==> src/rtl/branch_redirect_ctrl_if.sv <==
// EX-stage / PC-mux / pipeline-register bundle for branch_redirect_ctrl.
// master = EX stage and consumers, slave = redirect controller.
interface branch_redirect_ctrl_if #(
    parameter int ADDR_W = 32,
    parameter int CNT_W  = 16
);
    logic              ex_valid;
    logic              ex_branch;
    logic              ex_jump;
    logic              branch_condition;
    logic [ADDR_W-1:0] ex_target;
    logic              stall_in;
    logic              pc_sel;
    logic [ADDR_W-1:0] pc_target;
    logic              flush_ifid;
    logic              flush_idex;
    logic              ctrl_busy;
    logic [CNT_W-1:0]  taken_cnt;
    logic [CNT_W-1:0]  nottaken_cnt;

    modport master (
        output ex_valid, ex_branch, ex_jump, branch_condition, ex_target, stall_in,
        input  pc_sel, pc_target, flush_ifid, flush_idex, ctrl_busy, taken_cnt, nottaken_cnt
    );

    modport slave (
        input  ex_valid, ex_branch, ex_jump, branch_condition, ex_target, stall_in,
        output pc_sel, pc_target, flush_ifid, flush_idex, ctrl_busy, taken_cnt, nottaken_cnt
    );
endinterface

==> src/rtl/branch_redirect_ctrl.sv <==
// Redirect sequencer: turns a taken EX branch/jump into a PC redirect plus a fixed flush window.
// Optional branch statistics counters are enabled by defining BRANCH_STATS_EN.
module branch_redirect_ctrl #(
    parameter int ADDR_W       = 32,
    parameter int FLUSH_CYCLES = 2,
    parameter int CNT_W        = 16
) (
    input  logic                   clk,
    input  logic                   rst,
    branch_redirect_ctrl_if.slave  bus
);
    typedef enum logic [1:0] {
        ST_RUN   = 2'd0,
        ST_PEND  = 2'd1,
        ST_FLUSH = 2'd2
    } state_t;

    localparam logic [3:0] LP_CNT_INIT = 4'(FLUSH_CYCLES - 1);

    state_t            r_state;
    logic [3:0]        r_cnt;
    logic              r_pc_sel;
    logic [ADDR_W-1:0] r_pc_target;
    logic              r_flush;
    logic              r_busy;
    logic              w_taken;

    assign w_taken = bus.ex_valid & ((bus.ex_branch & bus.branch_condition) | bus.ex_jump);

    // Redirect FSM with registered pc_sel/target/flush/busy
    always_ff @(posedge clk or posedge rst) begin
        if (rst) begin
            r_state     <= ST_RUN;
            r_cnt       <= 4'd0;
            r_pc_sel    <= 1'b0;
            r_pc_target <= {ADDR_W{1'b0}};
            r_flush     <= 1'b0;
            r_busy      <= 1'b0;
        end else begin
            case (r_state)
                ST_RUN: begin
                    if (w_taken && !bus.stall_in) begin
                        r_pc_target <= bus.ex_target;
                        r_pc_sel    <= 1'b1;
                        r_flush     <= 1'b1;
                        r_busy      <= 1'b1;
                        r_cnt       <= LP_CNT_INIT;
                        r_state     <= ST_FLUSH;
                    end else if (w_taken) begin
                        r_pc_target <= bus.ex_target;
                        r_pc_sel    <= 1'b0;
                        r_flush     <= 1'b0;
                        r_busy      <= 1'b1;
                        r_state     <= ST_PEND;
                    end else begin
                        r_pc_sel    <= 1'b0;
                        r_flush     <= 1'b0;
                        r_busy      <= 1'b0;
                    end
                end
                ST_PEND: begin
                    // EX is frozen here; the target was already captured on entry
                    if (!bus.stall_in) begin
                        r_pc_sel <= 1'b1;
                        r_flush  <= 1'b1;
                        r_busy   <= 1'b1;
                        r_cnt    <= LP_CNT_INIT;
                        r_state  <= ST_FLUSH;
                    end else begin
                        r_pc_sel <= 1'b0;
                        r_flush  <= 1'b0;
                        r_busy   <= 1'b1;
                    end
                end
                ST_FLUSH: begin
                    r_pc_sel <= 1'b0;
                    if (r_cnt != 4'd0) begin
                        r_cnt   <= r_cnt - 4'd1;
                        r_flush <= 1'b1;
                        r_busy  <= 1'b1;
                    end else begin
                        r_flush <= 1'b0;
                        r_busy  <= 1'b0;
                        r_state <= ST_RUN;
                    end
                end
                default: begin
                    r_state  <= ST_RUN;
                    r_cnt    <= 4'd0;
                    r_pc_sel <= 1'b0;
                    r_flush  <= 1'b0;
                    r_busy   <= 1'b0;
                end
            endcase
        end
    end

    assign bus.pc_sel     = r_pc_sel;
    assign bus.pc_target  = r_pc_target;
    assign bus.flush_ifid = r_flush;
    assign bus.flush_idex = r_flush;
    assign bus.ctrl_busy  = r_busy;

`ifdef BRANCH_STATS_EN
    logic [CNT_W-1:0] r_taken_cnt;
    logic [CNT_W-1:0] r_nottaken_cnt;
    logic             w_count;

    assign w_count = (r_state == ST_RUN) & bus.ex_valid & bus.ex_branch & ~bus.stall_in;

    // Saturating taken / not-taken counters, only for right-path branches seen in RUN
    always_ff @(posedge clk or posedge rst) begin
        if (rst) begin
            r_taken_cnt    <= {CNT_W{1'b0}};
            r_nottaken_cnt <= {CNT_W{1'b0}};
        end else if (w_count && bus.branch_condition) begin
            if (r_taken_cnt != {CNT_W{1'b1}}) begin
                r_taken_cnt <= r_taken_cnt + {{(CNT_W-1){1'b0}}, 1'b1};
            end else begin
                r_taken_cnt <= r_taken_cnt;
            end
        end else if (w_count) begin
            if (r_nottaken_cnt != {CNT_W{1'b1}}) begin
                r_nottaken_cnt <= r_nottaken_cnt + {{(CNT_W-1){1'b0}}, 1'b1};
            end else begin
                r_nottaken_cnt <= r_nottaken_cnt;
            end
        end else begin
            r_taken_cnt    <= r_taken_cnt;
            r_nottaken_cnt <= r_nottaken_cnt;
        end
    end

    assign bus.taken_cnt    = r_taken_cnt;
    assign bus.nottaken_cnt = r_nottaken_cnt;
`else
    assign bus.taken_cnt    = {CNT_W{1'b0}};
    assign bus.nottaken_cnt = {CNT_W{1'b0}};
`endif
endmodule

==> src/flat_wrapper.sv <==
// flat-port wrapper written by rule: the top's interface ports become plain ports
module branch_redirect_ctrl_flat 
#(
    parameter int ADDR_W       = 32,
    parameter int FLUSH_CYCLES = 2,
    parameter int CNT_W        = 16
)
  (clk, rst, bus_ex_valid, bus_ex_branch, bus_ex_jump, bus_branch_condition, bus_ex_target, bus_stall_in, bus_pc_sel, bus_pc_target, bus_flush_ifid, bus_flush_idex, bus_ctrl_busy, bus_taken_cnt, bus_nottaken_cnt);
  branch_redirect_ctrl_if #(.ADDR_W(ADDR_W), .CNT_W(CNT_W)) bus_i ();
  input  logic clk;
  input  logic rst;
  input wire logic [$bits(bus_i.ex_valid)-1:0] bus_ex_valid;
  input wire logic [$bits(bus_i.ex_branch)-1:0] bus_ex_branch;
  input wire logic [$bits(bus_i.ex_jump)-1:0] bus_ex_jump;
  input wire logic [$bits(bus_i.branch_condition)-1:0] bus_branch_condition;
  input wire logic [$bits(bus_i.ex_target)-1:0] bus_ex_target;
  input wire logic [$bits(bus_i.stall_in)-1:0] bus_stall_in;
  output wire logic [$bits(bus_i.pc_sel)-1:0] bus_pc_sel;
  output wire logic [$bits(bus_i.pc_target)-1:0] bus_pc_target;
  output wire logic [$bits(bus_i.flush_ifid)-1:0] bus_flush_ifid;
  output wire logic [$bits(bus_i.flush_idex)-1:0] bus_flush_idex;
  output wire logic [$bits(bus_i.ctrl_busy)-1:0] bus_ctrl_busy;
  output wire logic [$bits(bus_i.taken_cnt)-1:0] bus_taken_cnt;
  output wire logic [$bits(bus_i.nottaken_cnt)-1:0] bus_nottaken_cnt;
  assign bus_i.ex_valid = bus_ex_valid;
  assign bus_i.ex_branch = bus_ex_branch;
  assign bus_i.ex_jump = bus_ex_jump;
  assign bus_i.branch_condition = bus_branch_condition;
  assign bus_i.ex_target = bus_ex_target;
  assign bus_i.stall_in = bus_stall_in;
  assign bus_pc_sel = bus_i.pc_sel;
  assign bus_pc_target = bus_i.pc_target;
  assign bus_flush_ifid = bus_i.flush_ifid;
  assign bus_flush_idex = bus_i.flush_idex;
  assign bus_ctrl_busy = bus_i.ctrl_busy;
  assign bus_taken_cnt = bus_i.taken_cnt;
  assign bus_nottaken_cnt = bus_i.nottaken_cnt;
  branch_redirect_ctrl #(.ADDR_W(ADDR_W), .FLUSH_CYCLES(FLUSH_CYCLES), .CNT_W(CNT_W)) u_core (.clk(clk), .rst(rst), .bus(bus_i));
endmodule
==> config.mk <==
export PLATFORM = sky130hd
export DESIGN_NAME = branch_redirect_ctrl_flat
export DESIGN_NICKNAME = d
export VERILOG_FILES = /design/src/rtl/branch_redirect_ctrl_if.sv /design/src/rtl/branch_redirect_ctrl.sv /design/src/flat_wrapper.sv
export SDC_FILE = /design/constraint.sdc
export NUM_CORES = 1
export LEC_CHECK = 0
export ABC_AREA = 0
export CORE_MARGIN = 4
export CORE_UTILIZATION = 30
export CTS_CLUSTER_SIZE = 30
export DETAILED_ROUTE_END_ITERATION = 8
export GPL_ROUTABILITY_DRIVEN = 0
export SLEW_MARGIN = 5
export SYNTH_ARGS = -nofsm -noshare
export SYNTH_HDL_FRONTEND = slang
export SYNTH_SLANG_ARGS = --single-unit
==> constraint.sdc <==
create_clock -name clk -period 1.8 [get_ports clk]
set_input_delay 0.18 -clock clk [delete_from_list [all_inputs] [get_ports clk]]
set_output_delay 0.18 -clock clk [all_outputs]
set_load 0.02 [all_outputs]
==> metrics.md, run 1 <==
| Metric | Value |
|---|---|
| Run status | `complete, no violations` |
| Setup TNS | `0 ns` |
| Non-filler cells, final | `312` |
| Pre-CTS WS | `-0.274 ns` |
| Antenna violations before repair | `0` |
| Die W | `90.7 um` |
| Number of core rows | `29` |
| Die Ht | `90.7 um` |
| Vias post-DR | `1,333` |
| Initial Util | `0.316` |
| Die area | `8220 sq um` |
| Critical Path End Type | `flop` |
| Hold Vio Cnt, Final | `0` |
| CTS buffer count | `5` |
| Number of diodes | `0` |
| Drt initial violations | `20` |
| Hold_ws | `0.172 ns` |
| Max_cap viols | `0` |
| Worst Tran Pin Value | `0.573 ns` |
| Synth warn | `0` |
| Vias in the first global route | `1,287` |
| Hold Crit Class | `input pin to asynchronous set/reset pin` |
| Post-synth ARST share | `1.00` |
| Drt wl/cell | `14.1 um` |
| Crit Path Category | `flop to flop` |
| CTS sink cnt | `41` |
| Tot Pwr | `5.05 mW` |
| Peak supply drop | `0.446 mV` |
| PortBufs | `74` |
| Filler cells | `570` |
| GR Overflow Total | `0` |
| Share of the synthesized area in the top cell type | `0.500` |
| Global-route wire length before repair | `6610 um` |
| Skew-Pair Late Insertion Delay | `0.29 ns` |
| EDFF count, synth | `0` |
| Sequential element share of the synthesized area | `0.500` |
| Crit Path Max Fanout | `5` |
| CTS HTree Levels | `2` |
| FF+latch count, synth | `41` |
| Cell with the most instances after synthesis | `dfrtp_1` |
| I/O pins | `107` |
| Final Setup Violations | `0` |
| Root Driver | `clkbuf_8` |
| Synth Area per Inst | `13.9 sq um` |
| Final setup margin | `0.0495 ns` |
| Drt drc | `0` |
| Final worst-path cycle share | `0.973` |
| Core box area | `6490 sq um` |
| Startpoint types | `flop` |
| Syn Std Cell Area | `2050 sq um` |
| Synth top cells by count | `dfrtp_1 (41), buf_4 (33), mux2_4 (30), inv_1 (6)` |
| Largest net degree at the start of global routing | `33` |
| Total GRT Usage | `0.102` |
| Crit path required time | `2.00 ns` |
| DR pass1 iterations | `4` |
| Slew Limit Headroom | `0.615` |
| Worst EP arrival | `1.95 ns` |
| Hold buffers post-CTS | `0` |
| Share of layout cells above drive strength 1 | `0.226` |
| Placed Cells | `301` |
| Post-synthesis cell type count | `27` |
| Ys flop type | `dfrtp_1` |
| CTS clock-pin slew for the worst setup and hold paths | `0.08 ns` |
| DPL Wire Length | `3120 um` |
| Routed Antenna Nets | `0` |
| CTS tree | `done` |
| Cell taking the most area after synthesis | `dfrtp_1` |
| Synth top area cells | `dfrtp_1 (50%), mux2_4 (22%), buf_4 (12%)` |
| Max Fclk | `571 MHz` |
| Setup Skew | `0.00574 ns` |
| Nets | `275` |
| Syn Inst Count | `148` |
| Final min period | `1.75 ns` |
| Routed wire length | `4400 um` |
| Max Slew Vio Count | `0` |
| CTS Buffer Depth | `2` |
| Vias per cell | `4.27` |
| Power density over the cells | `1720 nW/um^2` |
| Layout overhead on the synthesized area | `42.9%` |
| Leakage | `1.41 nW` |
## registers in the layout, summed over array words and instances, names as in the netlist
| name | cells |
|---|---|
| u_core.bus.pc_sel | 1 |
| u_core.bus.flush_idex | 1 |
| u_core.r_state | 2 |
| u_core.bus.pc_target | 32 |
| u_core.r_cnt | 4 |
| u_core.bus.ctrl_busy | 1 |
## worst max-delay path, cell delays in order (launching register included)
cell	delay [ns]
dfrtp_1	0.42
inv_1	0.09
ha_1	0.16
or3b_2	0.50
or4_1	0.41
o221ai_1	0.09
## layout make-up
class | instances | area (sq um) | share of cell area
Inverter | 6 | 22.5 | 0.00769
Sequential cell | 41 | 1030 | 0.350
Clock buffer | 7 | 86.3 | 0.0295
Clock inverter | 1 | 30.0 | 0.0102
Multi-Input combinational cell | 95 | 803 | 0.274
Timing Repair Buffer | 85 | 866 | 0.295
Tap cell | 77 | 96.3 | 0.0329
## per-stage QoR
step                utilization  cell area [sq um]
global route              0.451               2930
detailed placement        0.427               2770
CTS                       0.444               2890
finish                    0.451               2930
floorplan                     -               2170
global placement          0.427               2770
## cells by family (layout without fill, tap and decap cells)
logic type / after synthesis / in the layout / share of synthesized area
buffers and inverters: 43 / 99 / 0.167
DFF: 41 / 41 / 0.500
muxes: 32 / 32 / 0.231
AOI/OAI and AO/OA: 13 / 13 / 0.0421
adders and majority gates: 2 / 2 / 0.0122
and+or+nand+nor: 16 / 16 / 0.0464
other: 1 / 32 / 0.00183
## final timing paths
| kind | start | to | slack [ns] | cells after the start |
|---|---|---|---|---|
| min | rst | u_core.bus.pc_target[21] | 0.17 | 2 |
| min reg2reg | u_core.r_cnt[3] | u_core.r_cnt[3] | 0.50 | 1 |
| min in group clk | bus_ex_target[23] | u_core.bus.pc_target[23] | 0.49 | 2 |
| max in group asynchronous | rst | u_core.bus.pc_target[4] | 1.14 | 3 |
| max reg2reg | u_core.r_cnt[0] | u_core.r_cnt[1] | 0.05 | 5 |
| max | u_core.r_cnt[0] | u_core.r_cnt[1] | 0.05 | 5 |
## report_power, final
part	internal [mW]	switching [mW]
registers	1.37	0.264
logic	1.49	1.15
clock network	0.452	0.315
total	3.31	1.73
## timing repair
item	in CTS	in global routing
setup endpoints to repair	0	16
setup buffers	0	2
gates resized for setup	0	2
## per-layer routing
metal  vias to the layer above  GRT usage  wire length [um]  part of all wire
li1                        611          -                 -                 -
met2                        88      0.145              1740              0.39
met5                         -          0                 0                 0
met4                         0     0.0344                58             0.013
met1                       629      0.140              2120              0.48
met3                         5     0.0400               483              0.11
## cell usage in the layout (no fill, tap or decap)
master           synthesis  final
a211oi_1                 2      2
a21boi_0                 1      1
a21oi_1                  3      3
a31oi_1                  4      4
and2b_1                  1      1
buf_12                   3      2
buf_4                   33      8
bufinv_16                0      1
clkbuf_1                 0      1
clkbuf_16                0      1
clkbuf_8                 0      6
clkdlybuf4s50_1          0     74
clkinv_1                 0      1
conb_1                   1     32
dfrtp_1                 41     41
ha_1                     2      2
inv_1                    6      4
inv_2                    0      1
mux2_2                   2      2
mux2_4                  30     30
nand2_1                  4      4
nand2b_1                 2      2
nand3_1                  1      1
nor2_1                   1      1
nor2b_1                  1      1
nor3_1                   1      1
o211a_1                  1      1
o21ai_0                  1      1
o221ai_1                 1      1
or3_1                    1      1
or3b_2                   1      1
or4_1                    2      2
or4b_4                   0      1
Power figures use the tool's default switching activity.
==> inputs of run 2 (changes only) <==
CTS_BUF_LIST = sky130_fd_sc_hd__clkbuf_16   (was default)
==> run 2 against run 1 <==
Via count is 1.2% lower; die area stayed put; critical endpoint is now u_core.bus.pc_target[2]; critical path depth stayed put; cell count is 0.64% lower; clock skew is 0.0031 ns lower; sequential share of layout area is 0.40 points lower; non-clock buffer count is 2 lower; clock-buffer cell count is 2 lower; utilization is 0.52 points higher; maximum frequency is 6.8% higher; largest cell class unchanged.
==> metrics.md, run 2 (synthesis results as in run 1) <==
| Metric | Value |
|---|---|
| Layout overhead on the synthesized area | `44.5%` |
| Sw Pwr | `1.74 mW (+0.31%)` |
| Critical path buffers and inverters | `2 (+1)` |
| Root Driver | `clkbuf_16` |
| CTS sink cnt | `41 (unchanged)` |
| Number of diodes | `0 (unchanged)` |
| Setup Skew | `0.00261 ns (-0.00314 ns)` |
| Drt wl/cell | `13.9 um (-1.4%)` |
| Final Setup Violations | `0 (unchanged)` |
| Sw frac | `0.332 (-0.0109)` |
| Worst EP arrival | `1.80 ns (-0.15 ns)` |
| Max Slew Vio Count | `0 (unchanged)` |
| Die W | `90.7 um (unchanged)` |
| Skew-Pair Late Insertion Delay | `0.28 ns (about the same)` |
| Seq pwr share | `0.314 (-0.011)` |
| Vias post-DR | `1,317 (-1.2%)` |
| Worst path top cell family by delay | `buffers and inverters` |
| Leakage | `1.43 nW (+1.2%)` |
| Hold_ws | `0.193 ns (+0.0206 ns)` |
| Internal | `3.49 mW (+5.3%)` |
| GR Overflow Total | `0 (unchanged)` |
| Hold buffers post-CTS | `0 (unchanged)` |
| Combinational share of power | `0.499 (-0.024)` |
| Antenna violations before repair | `0 (unchanged)` |
| Die Ht | `90.7 um (unchanged)` |
| Core box area | `6490 sq um (unchanged)` |
| CTS Buffer Depth | `2 (unchanged)` |
| Total GRT Usage | `0.102 (+0.000528)` |
| Worst Tran Pin Value | `0.569 ns (-0.00426 ns)` |
| Critical Path End Type | `flop` |
| Commonest non-fill, non-tap cell in the layout | `clkdlybuf4s50_1` |
| Worst R2R Setup Slack | `0.17 ns (+0.12 ns)` |
| CP Cell Sequence | `clkdlybuf4s50_1 > a21oi_1 > or4b_4 > clkbuf_16 > mux2_4` |
| Post-CTS resize count | `0 (unchanged)` |
| RSZ-0062 raised after global routing | `no` |
| Vias per cell | `4.25 (-0.56%)` |
| Final min period | `1.64 ns (-0.112 ns)` |
| Design area | `2960 sq um (+1.2%)` |
| Crit Path Category | `input pin to flop` |
| CTS HTree Levels | `2 (unchanged)` |
| Die area | `8220 sq um (unchanged)` |
| Drt drc | `0 (unchanged)` |
| Crit path from | `bus_branch_condition` |
| Hold Crit Class | `input pin to asynchronous set/reset pin` |
| Reg2reg start | `u_core.r_state[1]` |
| Commonest non-fill, non-tap cells in the layout | `clkdlybuf4s50_1 (74), dfrtp_1 (41), conb_1 (32), mux2_4 (30)` |
| Final worst-path cycle share | `0.910 (-0.0623)` |
| Peak supply drop | `0.464 mV (+4.0%)` |
| Share of layout cells above drive strength 1 | `0.215 (-0.0109)` |
| Initial Util | `0.316 (unchanged)` |
| CTS clock-pin slew for the worst setup and hold paths | `0.06 ns (-0.02 ns)` |
| DPL Wire Length | `3120 um (unchanged)` |
| Number of core rows | `29 (unchanged)` |
| Crit Path Max Fanout | `16 (+11)` |
| I/O pins | `107 (unchanged)` |
| Run status | `complete, no violations` |
| Max_cap viols | `0 (unchanged)` |
| Hold Vio Cnt, Final | `0 (unchanged)` |
| Routed Antenna Nets | `0 (unchanged)` |
| Crit path required time | `1.96 ns (-0.04 ns)` |
| Nets | `273 (-0.73%)` |
| Power density over the cells | `1760 nW/um^2 (+2.4%)` |
| Post-CTS Setup Repair Bufs | `0 (unchanged)` |
| Global-route wire length before repair | `6620 um (+0.21%)` |
| DR pass1 iterations | `2 (-2)` |
| Max stage delay cell, worst path | `or4b_4` |
| Drt initial violations | `22 (+10%)` |
| CP max stage delay | `0.53 ns (+0.03 ns)` |
| CTS tree | `done` |
| PortBufs | `74 (unchanged)` |
| CTS buffer count | `5 (unchanged)` |
| Largest net degree at the start of global routing | `33 (unchanged)` |
| Number of flip-flops in the largest register | `32 (unchanged)` |
| Vias in the first global route | `1,288 (+0.078%)` |
| Slew Limit Headroom | `0.618 (+0.00286)` |
| Startpoint types | `input pin` |
| Max Fclk | `610 MHz (+6.8%)` |
| Clock power share | `0.187 (+0.035)` |
| Routed wire length | `4310 um (-2.0%)` |
| Dpl cell area | `2770 sq um (unchanged)` |
==> run 2: cell count changes in the layout (fill, tap and decap cells not counted), sizes merged <==
| cell | delta |
|---|---|
| buf | -2 |
| clkbuf | -2 |
| clkinv | +1 |
| inv | +1 |
==> run 2: power groups by stage <==
stage / clock network (mW) / logic [mW] / registers (mW)
global placement: 0 / 2.55 / 1.65
global route: 1.06 / 2.76 / 1.71
CTS: 1.01 / 2.60 / 1.64
finish: 0.976 / 2.61 / 1.64
detailed placement: 0 / 2.60 / 1.64
floorplan: 0 / 1.11 / 2.12
==> run 2: worst register-to-register path: stages, from the launching register on <==
cell	delay, ns
dfrtp_1	0.39
or4b_4	0.59
clkbuf_16	0.23
mux2_4	0.31
==> run 2: routing by layer <==
| layer | GRT usage | wire, um |
|---|---|---|
| met3 | 0.0400 | 472 |
| met2 | 0.145 | 1730 |
| met4 | 0.0383 | 25 |
| met1 | 0.140 | 2080 |
| met5 | 0 | 0 |
==> run 2: stage by stage <==
step / util / instances / TNS (ns) / power [mW] / setup slack, ns
2_1_floorplan: - / 179 / 0 / 3.23 / 0.157
3_3_place_gp: 0.427 / 301 / -7.66 / 4.20 / -0.244
6_report: 0.456 / 310 / 0 / 5.23 / 0.162
5_1_grt: 0.456 / 310 / 0 / 5.54 / 0.0915
3_5_place_dp: 0.427 / 301 / -8.37 / 4.24 / -0.274
4_1_cts: 0.452 / 309 / 0 / 5.25 / 0.0202
==> run 2: cell type report <==
cell class | instances | area [sq um]
Fill cell | 570 | 3530
Sequential cell | 41 | 1030
Timing Repair Buffer | 83 | 851
Multi-Input combinational cell | 95 | 806
Clock buffer | 5 | 125
Tap cell | 77 | 96.3
Clock inverter | 3 | 37.5
Inverter | 6 | 22.5
==> run 2: path summary, 6_finish.rpt <==
path,end,depth (start not counted)
max,u_core.bus.pc_target[2],5
min,u_core.bus.pc_target[25],2
max reg2reg,u_core.bus.pc_target[2],3
min reg2reg,u_core.bus.pc_target[29],1
max in group asynchronous,u_core.bus.pc_target[7],3
min in group clk,u_core.bus.pc_target[29],1
